File: config.mk
export PLATFORM = sky130hd
export DESIGN_NAME = uart_tx
export DESIGN_NICKNAME = d
export VERILOG_FILES = /design/src/rtl/uart_tx.sv
export SDC_FILE = /design/constraint.sdc
export NUM_CORES = 1
export LEC_CHECK = 0
export BUFFER_PORTS_ARGS = -buffer_cell sky130_fd_sc_hd__buf_2
export CORE_UTILIZATION = 51
export CTS_BUF_LIST = sky130_fd_sc_hd__clkbuf_8
export CTS_CLUSTER_SIZE = 14
export DETAILED_ROUTE_END_ITERATION = 6
export PLACE_DENSITY = 0.74
export REMOVE_ABC_BUFFERS = 1
export SETUP_SLACK_MARGIN = 0.1
export SYNTH_ARGS = -nofsm -noshare
export SYNTH_HDL_FRONTEND = slang
export SYNTH_SLANG_ARGS = --single-unit
File: constraint.sdc
create_clock -name clk -period 5.88 [get_ports clk]
set_clock_uncertainty 0.1 [all_clocks]
set_input_delay 0.882 -clock clk [delete_from_list [all_inputs] [get_ports clk]]
set_output_delay 0.882 -clock clk [all_outputs]
set_load 0.01 [all_outputs]
File: src/rtl/uart_tx.sv
// uart_tx: 8N1 serial transmitter with a small byte FIFO in front.
// Bytes written through the valid/ready port are queued and shifted out
// LSB first with one start and one stop bit. Frames queued back to back
// leave the line with no idle gap between a stop bit and the next start bit.
module uart_tx #(
  parameter int CLKS_PER_BIT = 52,
  parameter int FIFO_DEPTH   = 4
) (
  input  logic                          clk,
  input  logic                          rst,
  input  logic [7:0]                    data_in,
  input  logic                          in_valid,
  output logic                          in_ready,
  output logic                          tx,
  output logic                          busy,
  output logic [$clog2(FIFO_DEPTH):0]   fifo_count
);

  localparam int PW = $clog2(FIFO_DEPTH);
  localparam int CW = PW + 1;
  localparam int TW = (CLKS_PER_BIT > 1) ? $clog2(CLKS_PER_BIT) : 1;
  localparam logic [TW-1:0] TIMER_LAST = TW'(CLKS_PER_BIT - 1);
  localparam logic [CW-1:0] COUNT_FULL = CW'(FIFO_DEPTH);

  typedef enum logic [1:0] {IDLE, START, DATA, STOP} state_t;

  logic [7:0]    fifoMem [FIFO_DEPTH];
  logic [PW-1:0] wrPtr_q, rdPtr_q;
  logic [CW-1:0] count_q, count_d;
  logic          push, pop;

  state_t        state_q, state_d;
  logic [TW-1:0] bitTimer_q, bitTimer_d;
  logic [2:0]    bitIdx_q, bitIdx_d;
  logic [7:0]    shift_q, shift_d;
  logic          tx_q, tx_d;
  logic          lastTick;
  logic [7:0]    fifoHead;

  // Readiness depends only on the registered count, so a pop on the same
  // edge can never open room for a write while the FIFO is full.
  assign in_ready   = (count_q != COUNT_FULL);
  assign push       = in_valid && in_ready;
  assign fifo_count = count_q;
  assign tx         = tx_q;
  assign busy       = (state_q != IDLE);
  assign lastTick   = (bitTimer_q == TIMER_LAST);
  assign fifoHead   = fifoMem[rdPtr_q];

  // FIFO storage; stale entries are harmless because reset clears the pointers.
  always_ff @(posedge clk) begin
    if (push) begin
      fifoMem[wrPtr_q] <= data_in;
    end
  end

  // Occupancy follows push and pop together, so a simultaneous pair leaves it unchanged.
  always_comb begin
    count_d = count_q;
    if (push && !pop) begin
      count_d = count_q + CW'(1);
    end else if (pop && !push) begin
      count_d = count_q - CW'(1);
    end
  end

  // FIFO pointers and count; power-of-two depth lets the pointers wrap naturally.
  always_ff @(posedge clk or posedge rst) begin
    if (rst) begin
      wrPtr_q <= '0;
      rdPtr_q <= '0;
      count_q <= '0;
    end else begin
      if (push) wrPtr_q <= wrPtr_q + PW'(1);
      if (pop)  rdPtr_q <= rdPtr_q + PW'(1);
      count_q <= count_d;
    end
  end

  // Frame sequencing: the line value for the next bit period is decided on
  // the edge that ends the current one, so tx stays a clean register output.
  always_comb begin
    state_d    = state_q;
    bitTimer_d = bitTimer_q;
    bitIdx_d   = bitIdx_q;
    shift_d    = shift_q;
    tx_d       = tx_q;
    pop        = 1'b0;
    case (state_q)
      IDLE: begin
        tx_d       = 1'b1;
        bitTimer_d = '0;
        bitIdx_d   = '0;
        if (count_q != '0) begin
          pop     = 1'b1;
          shift_d = fifoHead;
          tx_d    = 1'b0;
          state_d = START;
        end
      end
      START: begin
        if (lastTick) begin
          bitTimer_d = '0;
          bitIdx_d   = '0;
          tx_d       = shift_q[0];
          shift_d    = {1'b0, shift_q[7:1]};
          state_d    = DATA;
        end else begin
          bitTimer_d = bitTimer_q + TW'(1);
        end
      end
      DATA: begin
        if (lastTick) begin
          bitTimer_d = '0;
          if (bitIdx_q == 3'd7) begin
            tx_d    = 1'b1;
            state_d = STOP;
          end else begin
            bitIdx_d = bitIdx_q + 3'd1;
            tx_d     = shift_q[0];
            shift_d  = {1'b0, shift_q[7:1]};
          end
        end else begin
          bitTimer_d = bitTimer_q + TW'(1);
        end
      end
      STOP: begin
        if (lastTick) begin
          bitTimer_d = '0;
          bitIdx_d   = '0;
          if (count_q != '0) begin
            pop     = 1'b1;
            shift_d = fifoHead;
            tx_d    = 1'b0;
            state_d = START;
          end else begin
            tx_d    = 1'b1;
            state_d = IDLE;
          end
        end else begin
          bitTimer_d = bitTimer_q + TW'(1);
        end
      end
      default: begin
        tx_d    = 1'b1;
        state_d = IDLE;
      end
    endcase
  end

  // Transmitter state register; reset drops any frame in flight and idles the line.
  always_ff @(posedge clk or posedge rst) begin
    if (rst) begin
      state_q    <= IDLE;
      bitTimer_q <= '0;
      bitIdx_q   <= '0;
      shift_q    <= '0;
      tx_q       <= 1'b1;
    end else begin
      state_q    <= state_d;
      bitTimer_q <= bitTimer_d;
      bitIdx_q   <= bitIdx_d;
      shift_q    <= shift_d;
      tx_q       <= tx_d;
    end
  end

endmodule
==> flow_summary.json <==
{
  "syn_inst": 200,
  "cts_root_buffer": "clkbuf_8",
  "status": "complete, no violations",
  "rsz0062_at_grt": "no",
  "cts_max_level": 3,
  "synthToLayoutAreaGrowth_pct": 10.8,
  "cts_buffer_depth": 2,
  "grt_overflow": 0,
  "globalplace.congestion": 0.808,
  "post_cts_resize_count": 0,
  "antenna_found_initial": 0,
  "ir_worst_vdd_mv": 0.237,
  "die_y_um": 75.4,
  "worstSetupPathType": "reg -> reg",
  "clock.fmax_mhz": 373,
  "n_antenna_cell": 0,
  "r2r_end": "fifo_count[1]",
  "hold_slack_ns": 0.358,
  "die-width_um": 75.4,
  "synth-seq-cells": 59,
  "tightest_slew_ns": 1.03,
  "hold_path.class": "reg -> reg",
  "path_cells": "inv_1 > ha_1 > or3_1 > ha_1 > inv_1 > fa_1 > mux2_2",
  "async_reset_ff_share_pct": 45.8,
  "final_cell_mix": "edfxtp_1 (32), dfrtp_1 (26), mux2_2 (18)",
  "drtAntennaViolNets": 0,
  "grt_pass1_wl_um": 7220,
  "r2r_cells": 7,
  "hold_buffers": 0,
  "max_cap_violations": 0,
  "ys_warn_count": 0,
  "synth_edf_count": 32,
  "routed_wl_um": 4430,
  "grt_max_degree": 28,
  "power_density_nw_per_um2": 333,
  "layout_commonest_cell": "edfxtp_1",
  "ys_dominant_reg_cell": "edfxtp_1",
  "n_fill_cell": 434,
  "finalMaxSlewViolations": 0,
  "wl_per_cell_um": 15.1,
  "cts_setup_buffers": 0,
  "vias": 1564,
  "worstPathRequired_ns": 6.00,
  "synth-seq-area-share_pct": 59.7,
  "regToRegSetupSlack_ns": 3.20,
  "worst_ep_arrival_time_ns": 2.80,
  "slew_headroom_pct": 31.4,
  "min_period_ns": 2.68,
  "slowest_delay_ns": 0.49,
  "syn_area_sq_um": 2750,
  "synth_cell_type_count": 40,
  "layout-drive-gt1-share_pct": 28.6,
  "r2r-start": "state_q[0]",
  "p_leak_nw": 1.28,
  "ios": 17,
  "dr.pass1.iters": 4,
  "gr-usage-all-layers_pct": 18.4,
  "clock_latency_ns": 0.34,
  "port_buffers": 16,
  "tns_ns": 0,
  "grt_pass1_vias": 1495,
  "post-route-util_pct": 59.2,
  "crit_family": "adder cells",
  "setup_violations": 0,
  "crit_slowest_cell": "ha_1",
  "tritoncts": "built",
  "viasPerCell": 5.32,
  "cts_made_buffers": 9,
  "startpoint_type": "flop",
  "clock_sinks": 59,
  "path_clk_slew_ns": 0.07,
  "crit_fanout": 15,
  "cp_num_buf_inv": 2,
  "start_util_pct": 53.4,
  "row_count": 26,
  "synth.avg_cell_area_sq_um": 13.7,
  "drc_errors": 0,
  "core_area_sq_um": 5140,
  "drt_iter0_drc": 67,
  "end_kind": "flop",
  "fp.dieArea_sq_um": 5680,
  "hold_path_end": "bitTimer_q[0]",
  "hold_start": "bitTimer_q[0]",
  "finalCritPeriodShare_pct": 45.6,
  "fin_nets": 244,
  "dp_hpwl_um": 3030,
  "worstHoldPathCells": 1,
  "hold_viol_final": 0
}
==> sequential cells by signal, summed over array words and instances, names as in the netlist <==
| register | count |
|---|---|
| fifo_count | 3 |
| tx | 1 |
| bitIdx_q | 3 |
| fifoMem | 32 |
| shift_q | 8 |
| rdPtr_q | 2 |
| bitTimer_q | 6 |
| wrPtr_q | 2 |
| state_q | 2 |
==> synthesized netlist by cell type, types with 2 or more instances <==
master    count  area, sq um
edfxtp_1     32          961
dfrtp_1      26          651
mux2_2       18          203
inv_1        17         63.8
ha_1         13          163
nor2_1       12         45.0
a21oi_1      10         50.1
o22ai_1       8         50.1
mux2_4        7          105
and3_1        6         37.5
xnor2_1       5         43.8
xor2_1        5         43.8
nand2_1       4         15.0
buf_2         3         15.0
clkbuf_1      3         11.3
nor3_1        3         15.0
a211oi_1      2         15.0
nand2b_1      2         12.5
nand3_1       2         10.0
or3_1         2         12.5
==> layout make-up <==
cell class,instances,area (sq um),area share [%]
Inverter,17,63.8,2.10
Timing Repair Buffer,16,80.1,2.63
Sequential cell,59,1640,53.8
Multi-Input combinational cell,116,998,32.8
Clock inverter,7,50.0,1.65
Clock buffer,9,124,4.07
Tap cell,70,87.6,2.88
==> stage by stage <==
step	instance area [sq um]	setup WS, ns	std cells	power, W
after floorplan	2700	3.43	192	0.000646
after global placement	2870	3.31	278	0.000694
after detailed placement	2870	3.23	278	0.000702
after CTS	3040	3.21	294	0.00103
after global routing	3040	3.09	294	0.00107
final	3040	3.20	294	0.00101
==> power breakdown <==
part | total (W) | switching (W) | internal [W]
registers | 0.000539 | 0.0000341 | 0.000505
logic | 0.000151 | 0.0000861 | 0.0000649
clock network | 0.000322 | 0.000167 | 0.000154
total | 0.00101 | 0.000287 | 0.000724
==> kinds of logic (layout without fill, tap and decap cells) <==
logic type / count (synthesis) / count (layout) / share of synthesized area [%]
flops: 59 / 59 / 59.7
simple gates: 35 / 35 / 6.65
compound gates: 30 / 30 / 7.48
mux: 27 / 27 / 12.4
buf+inv: 25 / 49 / 3.97
fa+ha+maj: 14 / 14 / 6.65
xor+xnor: 10 / 10 / 3.19
==> layer usage <==
metal	part of all wire, %	wire length [um]	vias to the layer above	global-route usage [%]
li1	-	-	758	-
met2	48	2130	26	27.6
met4	1.9	85	0	9.88
met5	0	0	-	0
met1	47	2060	773	24.1
met3	3.3	146	7	5.95
==> how the worst max path moves through the flow <==
stage               endpoint       start  slack, ns  cells after the start
2_1_floorplan  fifo_count[1]  state_q[0]       3.43                      7
3_3_place_gp   fifo_count[1]  state_q[0]       3.31                      7
3_5_place_dp   fifo_count[1]  state_q[0]       3.23                      7
4_1_cts        fifo_count[1]  state_q[0]       3.21                      7
5_1_grt        fifo_count[1]  state_q[0]       3.09                      7
6_report       fifo_count[1]  state_q[0]       3.20                      7
Note: power is estimated with default switching activity, not from simulation.
